$ cat src/rtl/pipelined_csa_adder.sv
// Pipelined multi-operand adder: a linear chain of 3:2 compressors with a register
// every LevelsPerStage levels, finished by a registered carry-propagate adder.
module pipelined_csa_adder #(
  parameter  int AddendDw       = 16,
  parameter  int AddendNum      = 5,
  parameter  int LevelsPerStage = 2,
  localparam int Level          = AddendNum - 2,
  localparam int OutDw          = AddendDw + $clog2(AddendNum),
  localparam int Latency        = (Level + LevelsPerStage - 1) / LevelsPerStage + 1
) (
  input  logic                               clk_i,
  input  logic                               rst_i,
  input  logic                               valid_i,
  output logic                               ready_o,
  input  logic                               signed_i,
  input  logic [AddendNum-1:0][AddendDw-1:0] addend_i,
  output logic                               valid_o,
  input  logic                               ready_i,
  output logic [OutDw-1:0]                   sum_o,
  output logic [OutDw-1:0]                   psum_o,
  output logic [OutDw-1:0]                   carry_o
);

  localparam int CsaStages = Latency - 1;
  localparam int ExtDw     = OutDw - AddendDw;

  logic                 advance;
  logic [OutDw-1:0]     ext      [AddendNum];
  logic [OutDw-1:0]     st_psum  [CsaStages+1];
  logic [OutDw-1:0]     st_carry [CsaStages+1];
  logic [CsaStages:0]   st_valid;

  logic                 out_valid_d, out_valid_q;
  logic [OutDw-1:0]     out_sum_d, out_sum_q;
  logic [OutDw-1:0]     out_psum_d, out_psum_q;
  logic [OutDw-1:0]     out_carry_d, out_carry_q;

  // Single global stall: every stage moves together, so ready_o only sees the output slot.
  assign ready_o = ready_i || !out_valid_q;
  assign advance = ready_o;

  always_comb begin
    for (int i = 0; i < AddendNum; i++) begin
      ext[i] = {{ExtDw{signed_i & addend_i[i][AddendDw-1]}}, addend_i[i]};
    end
  end

  // Addends 0 and 1 enter as the initial psum/carry pair, so level l always eats addend l+2.
  assign st_psum[0]  = ext[0];
  assign st_carry[0] = ext[1];
  assign st_valid[0] = valid_i;

  for (genvar s = 0; s < CsaStages; s++) begin : g_stage
    localparam int Lo   = s * LevelsPerStage;
    localparam int Hi   = (Lo + LevelsPerStage < Level) ? Lo + LevelsPerStage : Level;
    localparam int Nl   = Hi - Lo;
    localparam int Rin  = Level - Lo;
    localparam int Rout = Level - Hi;

    logic [OutDw-1:0] add_in [Rin];
    logic [OutDw-1:0] psum_c, carry_c, psum_n, carry_n;
    logic [OutDw-1:0] psum_d, psum_q, carry_d, carry_q;
    logic             valid_d, valid_q;

    if (s == 0) begin : g_first
      always_comb begin
        for (int i = 0; i < Rin; i++) begin
          add_in[i] = ext[i+2];
        end
      end
    end else begin : g_next
      always_comb begin
        for (int i = 0; i < Rin; i++) begin
          add_in[i] = g_stage[s-1].g_rem.add_q[i];
        end
      end
    end

    always_comb begin
      psum_c  = st_psum[s];
      carry_c = st_carry[s];
      psum_n  = '0;
      carry_n = '0;
      for (int l = 0; l < Nl; l++) begin
        psum_n  = psum_c ^ carry_c ^ add_in[l];
        carry_n = (psum_c & carry_c) | (psum_c & add_in[l]) | (carry_c & add_in[l]);
        psum_c  = psum_n;
        carry_c = carry_n << 1;
      end
      valid_d = valid_q;
      psum_d  = psum_q;
      carry_d = carry_q;
      if (advance) begin
        valid_d = st_valid[s];
        psum_d  = psum_c;
        carry_d = carry_c;
      end
    end

    always_ff @(posedge clk_i) begin
      if (rst_i) valid_q <= 1'b0;
      else       valid_q <= valid_d;
    end

    always_ff @(posedge clk_i) begin
      psum_q  <= psum_d;
      carry_q <= carry_d;
    end

    // Addends not yet consumed ride along with their stage.
    if (Rout > 0) begin : g_rem
      logic [OutDw-1:0] add_d [Rout];
      logic [OutDw-1:0] add_q [Rout];

      always_comb begin
        for (int i = 0; i < Rout; i++) begin
          add_d[i] = advance ? add_in[i+Nl] : add_q[i];
        end
      end

      always_ff @(posedge clk_i) begin
        for (int i = 0; i < Rout; i++) begin
          add_q[i] <= add_d[i];
        end
      end
    end

    assign st_psum[s+1]  = psum_q;
    assign st_carry[s+1] = carry_q;
    assign st_valid[s+1] = valid_q;
  end

  always_comb begin
    out_valid_d = out_valid_q;
    out_sum_d   = out_sum_q;
    out_psum_d  = out_psum_q;
    out_carry_d = out_carry_q;
    if (advance) begin
      out_valid_d = st_valid[CsaStages];
      out_sum_d   = st_psum[CsaStages] + st_carry[CsaStages];
      out_psum_d  = st_psum[CsaStages];
      out_carry_d = st_carry[CsaStages];
    end
  end

  always_ff @(posedge clk_i) begin
    if (rst_i) out_valid_q <= 1'b0;
    else       out_valid_q <= out_valid_d;
  end

  always_ff @(posedge clk_i) begin
    out_sum_q   <= out_sum_d;
    out_psum_q  <= out_psum_d;
    out_carry_q <= out_carry_d;
  end

  assign valid_o = out_valid_q;
  assign sum_o   = out_sum_q;
  assign psum_o  = out_psum_q;
  assign carry_o = out_carry_q;

endmodule

$ cat config.mk
export PLATFORM = sky130hd
export DESIGN_NAME = pipelined_csa_adder
export DESIGN_NICKNAME = d
export VERILOG_FILES = /design/src/rtl/pipelined_csa_adder.sv
export SDC_FILE = /design/constraint.sdc
export NUM_CORES = 1
export LEC_CHECK = 0
export CORE_ASPECT_RATIO = 1.75
export CORE_MARGIN = 3
export CORE_UTILIZATION = 46
export DETAILED_ROUTE_END_ITERATION = 6
export PLACE_DENSITY = 0.77
export SLEW_MARGIN = 20
export SYNTH_ARGS = -nofsm -noshare
export SYNTH_HDL_FRONTEND = slang
export SYNTH_SLANG_ARGS = --single-unit
$ cat constraint.sdc
create_clock -name clk_i -period 7.65 [get_ports clk_i]
set_input_delay 1.9125 -clock clk_i [delete_from_list [all_inputs] [get_ports clk_i]]
set_output_delay 1.9125 -clock clk_i [all_outputs]
set_load 0.02 [all_outputs]
-- Yosys cells after proc, flatten, opt, wreduce, memory -nomap -nowiden
Memory sizes are Yosys's and may differ from the RTL's.
Index checks and enable logic that the tools add are counted.
- memories kept: 1
- output and inout bits: 59
- register bits after elaboration: 133
- ROM bits: 0
- memory bits (writable): 19
- latch bits: 0
- memory list (memory ; words ; bits a word ; read ports ; clocked after Yosys merged registers in ; wr ports ; RTL line ; source):
    g_stage[0].g_rem.add_q ; 1 ; 19 ; 1 ; 0 ; 1 ; 113 ; logic [OutDw-1:0] add_q [Rout];
- bitwise gates (word level): 26
- div/mod/pow operators: 0
- shifts and indexed selects: 0
- multiply operators: 0
- $lt $le $gt $ge: 0
- equality and inequality tests: 0
- add/subtract/negate cells: 1
- muxes and demuxes: 1
- reduce and logical (&&, ||, !) cells: 2
- operators by type and width (cell ; count):
    AND 18 bit ; 9
    bitwise XOR 19 bit ; 6
    bitwise OR 18 bit ; 6
    adder 19 bit ; 1
    2-to-1 mux 19 bit ; 1
    AND 1 bit ; 5
    zero test 1 bit ; 1
    logical OR 1 bit ; 1

-- Logic depth before layout (Yosys ltp)
Gate-level depths: netlist of run 1.
- depth in word-level cells: 7
- gate-level depth with buffers: 9
- gate-level depth less buffers: 9

-- Worst setup path after synthesis of run 1
OpenSTA, ideal clock, no wires.
- kind: input-to-output
- from: input port ready_i
- to: output port ready_o
- path slack: 0.108 ns
- arrival: 5.630 ns
- buffers on the path: 0
- stages on the path: 1
- cells stage by stage: nand2b_1
- cells in the longest elaborated chain, start to end: 1
- RTL lines (what ; RTL line ; source):
    from (decl) ; 18 ; input logic ready_i,
    logical OR 1 bit ; 39 ; assign ready_o = ready_i || !out_valid_q;
    to (decl) ; 14 ; output logic ready_o,
Every way passes these cells.

-- Worst setup path in the final report of run 1
Same ends and word-level chain as after synthesis.

==> impl_metrics.csv, run 1 <==
group,metric,value,unit
yosys,synth-edff-count,145,
floorplan,rows,56,
final_layout,diodes,0,
placement,globalplace.congestion,0.833,
placement,placement.cell_area,8040,um2
final_layout,stdcell_area,8630,um2
setup_path,rrSetupSlack,5.10,ns
setup_path,slowest_delay,0.74,ns
final_layout,final_cell_mix,"145 x edfxtp_1, 142 x clkdlybuf4s50_1, 52 x fa_1, 19 x ha_1, 17 x clkbuf_16",
setup_path,r2r-end,"sum_o[17]",
outcome,status,"completed",
power,comb_power_share,0.331,
global_routing,grt_max_degree,87,
cts,cts_buffers,17,
detailed_routing,routed_wl,10300,um
floorplan,die_area,15500,um2
final_layout,n_fill_cell,967,
setup_path,worstSetupEndpointType,"output pin",
final_layout,layout_commonest_cell,"edfxtp_1",
final_layout,multi_input_area,1930,um2
setup_path,path_buf_inv,2,
worst_hold_path,hold_depth,0,
power,leakagePower,0.00325,uW
sta,max_freq,176,MHz
yosys,synth_top_cell_by_area,"edfxtp_1",
setup_path,critPathLaunchType,"primary input",
cts,worst_setup_hold_path_clk_slew,0.06,ns
floorplan,core_area,13500,um2
worst_hold_path,hp-start,"g_stage[1].psum_q[0]",
job,drv_cap,0,
global_routing,grt_pass1_vias,3422,
setup_path,slowest_stage,"clkdlybuf4s50_1",
sta,fin_worst_skew,0.0111,ns
setup_path,cp_top_family,"buffers and inverters",
yosys,syn-cell-area,6430,um2
final_layout,fin_util,0.638,
yosys,ys_seq_area_frac,0.687,
cts,clkSinkCount,148,
detailed_routing,ant_nets,0,
final_layout,instances_no_fill,685,
floorplan,io_pins,144,
yosys,synth_top_flop_cell,"edfxtp_1",
sta,setup_viol,0,
placement,place_hpwl,7880,um
worst_hold_path,min_to,"sum_o[0]",
cts,cts_resized,0,
yosys,synth-async-reset-ratio,0,
detailed_routing,drt_iter0_drc,140,
sta,drv_slew,0,
sta,fin_crit_sh,0.745,
floorplan,start_util,0.475,
detailed_routing,drt_pass1_iterations,4,
detailed_routing,drc,0,
final_layout,nNetsFinal,654,
yosys,avgSynthCellArea,18.7,um2
setup_path,worst_r2r_startpoint,"g_stage[1].psum_q[1]",
power,power_density,372,nW/um2
global_routing,grt_pass1_wl,16300,um
final_layout,ff_latch_area,4410,um2
detailed_routing,viasPerCell,4.88,
detailed_routing,vias,3341,
setup_path,critPathMostFrequentCell,"clkdlybuf4s50_1",
worst_hold_path,hold_path_class,"reg2reg",
sta,period_needed,5.70,ns
floorplan,die_w,95.3,um
cts,clkLatencyLatePin,0.41,ns
sta,max-slew-margin-rel,0.319,
setup_path,required,5.74,ns
global_routing,gr-total-overflow,0,
sta,finalSetupTns,0,ns
yosys,synthesis.nets,499,
setup_path,cp_cell_sequence,"clkdlybuf4s50_1 > nand2b_4 > clkdlybuf4s50_1",
power,clkPwrFrac,0.249,
final_layout,drive_above_1_share,0.0724,
placement,io_buffers,142,
yosys,postSynthCellCount,343,
power,vdd_drop_max,0.167,mV
setup_path,rr_worst_depth,9,
cts,ctsHoldBuffers,0,
sta,rsz0062_at_grt,"false",
power,p_int,2200,uW
sta,hold_viol,0,
yosys,ys_top_cells_by_area,"edfxtp_1 68%, fa_1 16%, ha_1 3.7%",
detailed_routing,wl_per_cell,15.1,um
final_layout,syn_to_final_growth,34.2,%
yosys,ys_warn_count,0,
yosys,ys_ff_latch,148,
global_routing,track_usage,0.142,
placement,placed_cells,653,
cts,cts_tree,"done",
yosys,ys_types,39,
power,p_sw_frac,0.314,
yosys,synth_top_area_share,0.678,
global_routing,antenna_found_initial,0,
power,power_frac_seq,0.420,
cts,clock-root-buffer,"clkbuf_16",
setup_path,cp.arrival,3.78,ns
floorplan,dieHeight,162,um
power,p_sw,1010,uW
sta,worst_pin_slew,1.02,ns
cts,clock_path_buffers,2,
setup_path,worst-setup-path-type,"in2out",
cts,post_cts_buffers,0,
cts,cts-htree-levels,4,
setup_path,crit_fanout,64,
==> cell families (layout without fill, tap and decap cells) <==
kind of cell,after synthesis,after routing,share of synthesized area
DFF,148,148,0.687
xor gates and xnor gates,18,18,0.0245
buffers and inverters,21,189,0.0144
AOI/OAI and AO/OA,38,38,0.0389
muxes,2,2,0.00312
other,1,1,0.000584
and+or+nand+nor,44,44,0.0325
adders and majority gates,71,71,0.199
==> layout make-up <==
| type | count | area share |
|---|---|---|
| clock inverter | 15 | 0.0186 |
| clock buffer | 17 | 0.0493 |
| multi-input combinational | 174 | 0.223 |
| timing repair buffer | 143 | 0.166 |
| tap | 174 | 0.0252 |
| inverter | 14 | 0.00609 |
| sequential | 148 | 0.512 |
==> stage by stage <==
stage / power [uW] / hold slack [ns] / setup slack (ns)
after global routing: 3390 / 0.448 / 1.84
final: 3210 / 0.436 / 1.95
after detailed placement: 2430 / 0.426 / 1.93
after global placement: 2390 / 0.403 / 1.99
after floorplan: 1990 / 0.400 / 0.108
after CTS: 3240 / 0.441 / 1.93
==> synth_stat cells, types with 2 or more instances <==
library cell	n
buf_4	2
o21bai_1	2
a21oi_1	10
o211ai_1	2
mux2i_1	2
nand2b_1	2
xor2_1	9
nand2_1	11
o21ai_0	6
xnor2_1	9
edfxtp_1	145
nor3_1	4
a21o_1	2
inv_1	14
a31oi_1	4
clkbuf_1	4
nor2_1	12
nand3_1	7
dfxtp_1	3
o21a_1	3
nand4_1	3
fa_1	52
ha_1	19
==> worst max path at each step <==
stage	start	end	slack, ns	cells after the start
floorplan	ready_i	ready_o	0.11	1
global placement	ready_i	ready_o	1.99	3
detailed placement	ready_i	ready_o	1.93	3
CTS	ready_i	ready_o	1.93	3
global route	ready_i	ready_o	1.84	3
finish	ready_i	ready_o	1.95	3
==> layer usage <==
metal	wire length [um]	up-vias	track usage
met5	0	-	0
met1	3580	1600	0.155
met3	547	21	0.0370
met4	329	0	0.0742
met2	5870	129	0.248
li1	-	1591	-
==> power by group through the flow <==
stage / clock (uW) / sequential, uW / combinational, uW
4_1_cts: 818 / 1350 / 1070
5_1_grt: 848 / 1380 / 1170
2_1_floorplan: 0 / 1500 / 488
6_report: 798 / 1350 / 1060
3_3_place_gp: 0 / 1360 / 1030
3_5_place_dp: 0 / 1370 / 1060
==> flip-flops by register name, indices dropped and copies added (netlist names) <==
name / cells
valid_o: 1
g_stage.psum_q: 37
g_stage.valid_q: 2
g_stage.g_rem.add_q: 17
sum_o: 19
g_stage.carry_q: 36
psum_o: 18
carry_o: 18
No activity file was read; power rests on OpenSTA's default activity.
==> run 2, diff against run 1 <==
Clock period 7.65 ns to 5 ns, I/O delays scaled along.
==> run 2 against run 1 <==
Effect of this change: sequential cell count did not move; register-to-register slack got worse by 2.6 ns; first-iteration DRC count fell by 0.71%; worst setup slack got worse by 0.75 ns; critical path type unchanged; critical endpoint unchanged; largest cell class unchanged.
==> impl_metrics.csv, run 2 (synthesized netlist as in run 1, its figures left out) <==
group,metric,value,unit
outcome,status,"completed",
setup_path,cp_cell_sequence,"clkdlybuf4s50_1 > nand2b_4 > clkdlybuf4s50_1",
global_routing,grt_pass1_wl,16900,um
cts,clock_path_buffers,2,
detailed_routing,vias,3340,
detailed_routing,routed_wl,10700,um
setup_path,rr_worst_depth,9,
cts,worst_setup_hold_path_clk_slew,0.06,ns
setup_path,worst-setup-path-type,"in2out",
placement,placed_cells,653,
cts,clkSinkCount,148,
power,leakagePower,0.00326,uW
global_routing,track_usage,0.150,
placement,io_buffers,142,
global_routing,antenna_found_initial,0,
floorplan,io_pins,144,
worst_hold_path,hold_depth,0,
cts,clock-root-buffer,"clkbuf_16",
sta,setup_viol,0,
final_layout,layout_commonest_cell,"edfxtp_1",
cts,clkLatencyLatePin,0.42,ns
detailed_routing,wl_per_cell,15.7,um
floorplan,die_area,15500,um2
final_layout,nNetsFinal,654,
setup_path,slowest_delay,0.62,ns
setup_path,cp_top_family,"buffers and inverters",
cts,cts_tree,"done",
power,vdd_drop_max,0.234,mV
floorplan,start_util,0.475,
final_layout,instances_no_fill,685,
job,drv_cap,0,
setup_path,crit_fanout,2,
setup_path,rrSetupSlack,2.45,ns
floorplan,core_area,13500,um2
final_layout,final_cell_mix,"145 x edfxtp_1, 142 x clkdlybuf4s50_1, 52 x fa_1, 19 x ha_1, 17 x clkbuf_16",
final_layout,syn_to_final_growth,34.8,%
global_routing,grt_max_degree,149,
global_routing,grt_pass1_vias,3453,
sta,fin_crit_sh,0.758,
floorplan,die_w,95.3,um
power,power_density,575,nW/um2
final_layout,largest_register,"g_stage.psum_q",
setup_path,required,3.75,ns
placement,globalplace.congestion,0.826,
sta,rsz0062_at_grt,"false",
detailed_routing,drt_pass1_iterations,4,
worst_hold_path,hold_path_class,"reg2reg",
cts,ctsHoldBuffers,0,
cts,cts-htree-levels,4,
sta,fin_worst_skew,0.0130,ns
cts,cts_resized,0,
final_layout,largest_reg_flops,37,
final_layout,diodes,0,
global_routing,gr-total-overflow,0,
setup_path,path_buf_inv,2,
sta,max-slew-margin-rel,0.498,
setup_path,critPathMostFrequentCell,"clkdlybuf4s50_1",
setup_path,cp.arrival,2.54,ns
sta,worst_pin_slew,0.753,ns
final_layout,drive_above_1_share,0.0724,
cts,cts_buffers,17,
setup_path,worstSetupEndpointType,"output pin",
sta,finalSetupTns,0,ns
sta,max_freq,264,MHz
sta,hold_viol,0,
cts,post_cts_buffers,0,
setup_path,critPathLaunchType,"primary input",
detailed_routing,drt_iter0_drc,139,
setup_path,cp.depth,3,
floorplan,dieHeight,162,um
sta,drv_slew,0,
floorplan,rows,56,
detailed_routing,ant_nets,0,
sta,period_needed,3.79,ns
setup_path,slowest_stage,"clkdlybuf4s50_1",
detailed_routing,viasPerCell,4.88,
detailed_routing,drc,0,
placement,place_hpwl,8210,um
-- run 2: cell count changes in the layout (fill, tap and decap cells not counted), sizes merged --
cell,change
bufinv,+1
clkinv,+1
inv,-2
-- run 2: area by class of cell --
cell class | count | area, um2
fill | 962 | 4860
sequential | 148 | 4410
multi-input combinational | 174 | 1930
timing repair buffer | 143 | 1440
clock buffer | 17 | 425
tap | 174 | 218
clock inverter | 15 | 184
inverter | 14 | 52.6
-- run 2: power by group --
| group | internal [uW] | switching (uW) |
|---|---|---|
| sequential | 1890 | 168 |
| combinational | 768 | 873 |
| clock | 759 | 522 |
| total | 3420 | 1560 |
-- run 2: per-stage QoR --
stage	power, uW	instance area (um2)	hold slack (ns)	utilization	setup slack, ns
2_1_floorplan	3040	6430	0.400	-	0.525
3_3_place_gp	3650	8050	0.403	0.595	1.22
3_5_place_dp	3730	8050	0.427	0.595	1.19
4_1_cts	5020	8660	0.443	0.641	1.19
5_1_grt	5270	8660	0.457	0.641	1.20
6_report	4980	8660	0.435	0.641	1.21
-- run 2: final timing paths --
check	endpoint	from
worst min register to register	sum_o[0]	g_stage[1].psum_q[0]
worst max-delay path	ready_o	ready_i
worst min-delay path	sum_o[0]	g_stage[1].psum_q[0]
worst max register to register	sum_o[17]	g_stage[1].psum_q[1]
-- run 2: per-layer routing --
layer,track usage,share of wire
met5,0,0
met4,0.0972,0.033
met3,0.0277,0.042
met2,0.264,0.58
met1,0.159,0.34
==> run 3, diff against run 2 <==
Clock period 5 ns to 3.4 ns, I/O delays scaled along.
==> run 3 against run 2 <==
Effect of this change: non-clock buffer count unchanged; via count increased by 0.48%; clock power increased by 46%; utilization about the same; hold slack got worse by 0.0053 ns; final cell count unchanged; die area unchanged; routed wire length decreased by 3.2%; count of clock-buffer cells in the layout unchanged; clock skew decreased by 0.0062 ns; largest cell class unchanged.
==> impl_metrics.csv, run 3 (synthesized netlist as in run 1, its figures left out) <==
group,metric,value,unit
outcome,status,"completed",
final_layout,largest_register,"g_stage.psum_q",
detailed_routing,wl_per_cell,15.2,um
cts,cts-htree-levels,4,
final_layout,n_fill_cell,947,
cts,worst_setup_hold_path_clk_slew,0.06,ns
power,p_sw,2280,uW
placement,globalplace.congestion,0.802,
setup_path,worst-setup-path-type,"in2out",
sta,period_needed,2.90,ns
global_routing,track_usage,0.143,
floorplan,core_area,13500,um2
sta,hold_viol,0,
final_layout,stdcell_area,8660,um2
final_layout,layout_commonest_cell,"edfxtp_1",
detailed_routing,drt_iter0_drc,139,
global_routing,gr-total-overflow,0,
placement,placement.cell_area,8050,um2
power,p_int,5030,uW
sta,finalSetupTns,0,ns
job,drv_cap,0,
setup_path,rrSetupSlack,0.95,ns
power,vdd_drop_max,0.349,mV
power,p_sw_frac,0.312,
detailed_routing,viasPerCell,4.90,
floorplan,die_area,15500,um2
sta,drv_slew,0,
setup_path,slowest_delay,0.60,ns
sta,worst_pin_slew,0.746,ns
power,clkPwrFrac,0.256,
final_layout,nNetsFinal,654,
sta,fin_worst_skew,0.00674,ns
global_routing,grt_pass1_vias,3426,
cts,clock_path_buffers,2,
final_layout,largest_reg_flops,37,
setup_path,required,2.55,ns
cts,clock-root-buffer,"clkbuf_16",
cts,cts_buffers,17,
final_layout,final_cell_mix,"145 x edfxtp_1, 142 x clkdlybuf4s50_1, 52 x fa_1, 19 x ha_1, 17 x clkbuf_16",
setup_path,worstSetupEndpointType,"output pin",
cts,clkSinkCount,148,
placement,place_hpwl,7830,um
power,power_frac_seq,0.415,
setup_path,crit_fanout,2,
cts,clkLatencyLatePin,0.41,ns
cts,cts_resized,0,
power,report.power.total,7310,uW
floorplan,io_pins,144,
detailed_routing,routed_wl,10400,um
sta,fin_crit_sh,0.853,
setup_path,cp_cell_sequence,"clkdlybuf4s50_1 > nand2b_4 > clkdlybuf4s50_1",
cts,ctsHoldBuffers,0,
final_layout,drive_above_1_share,0.0724,
floorplan,rows,56,
detailed_routing,drt_pass1_iterations,4,
worst_hold_path,hold_path_class,"reg2reg",
power,power_density,844,nW/um2
final_layout,syn_to_final_growth,34.7,%
placement,io_buffers,142,
setup_path,slowest_stage,"clkdlybuf4s50_1",
setup_path,critPathMostFrequentCell,"clkdlybuf4s50_1",
cts,cts_tree,"done",
sta,max_freq,345,MHz
floorplan,start_util,0.475,
detailed_routing,drc,0,
sta,max-slew-margin-rel,0.503,
global_routing,grt_max_degree,149,
detailed_routing,vias,3356,
floorplan,die_w,95.3,um
global_routing,grt_pass1_wl,16200,um
setup_path,cp.arrival,2.05,ns
setup_path,critPathLaunchType,"primary input",
cts,post_cts_buffers,0,
final_layout,diodes,0,
floorplan,dieHeight,162,um
sta,setup_viol,0,
power,comb_power_share,0.329,
power,leakagePower,0.00326,uW
global_routing,antenna_found_initial,0,
sta,rsz0062_at_grt,"false",
detailed_routing,ant_nets,0,
==> run 3: cell types whose count changed in the layout (fill, tap and decap cells not counted) <==
cell	change
clkinv_4	-2
clkinvlp_4	+1
inv_6	+2
inv_8	-1
==> run 3: routing by layer <==
metal / wire (um) / track usage / part of all wire
met5: 0 / 0 / 0
met4: 328 / 0.0815 / 0.032
met3: 508 / 0.0365 / 0.049
met2: 5940 / 0.254 / 0.57
met1: 3610 / 0.148 / 0.35
==> run 3: through the flow <==
step	utilization	cells	hold WS, ns	worst slack (ns)
after floorplan	-	343	0.400	0.582
after global placement	0.595	653	0.402	0.507
after detailed placement	0.595	653	0.413	0.500
after CTS	0.640	685	0.429	0.492
after global routing	0.640	685	0.452	0.484
final	0.640	685	0.430	0.500
==> run 3: final cells by class <==
class                   instances  area [um2]  share of cell area
clock buffers                  17         425              0.0491
flip-flops and latches        148        4410               0.510
inverters                      14        52.6             0.00607
clock inverters                15         180              0.0208
repair buffers                143        1440               0.166
well taps                     174         218              0.0251
multi-input cells             174        1930               0.223
==> run 3: power by group through the flow <==
stage	Sequential [uW]	Clock, uW	Combinational [uW]
finish	3030	1870	2410
global route	3090	1980	2630
floorplan	3370	0	1100
detailed placement	3080	0	2400
global placement	3060	0	2320
CTS	3050	1910	2420
==> run 3: worst paths after layout <==
path         depth (start not counted)                  from         to
min reg2reg                          0  g_stage[1].psum_q[0]   sum_o[0]
max                                  3               ready_i    ready_o
max reg2reg                          8  g_stage[1].psum_q[1]  sum_o[13]
min                                  0  g_stage[1].psum_q[0]   sum_o[0]
==> run 3: worst max-delay path, delay by kind of cell <==
kind	cells	cell delay, ns
and+or+nand+nor	1	0.13
buffers and inverters	2	1.06
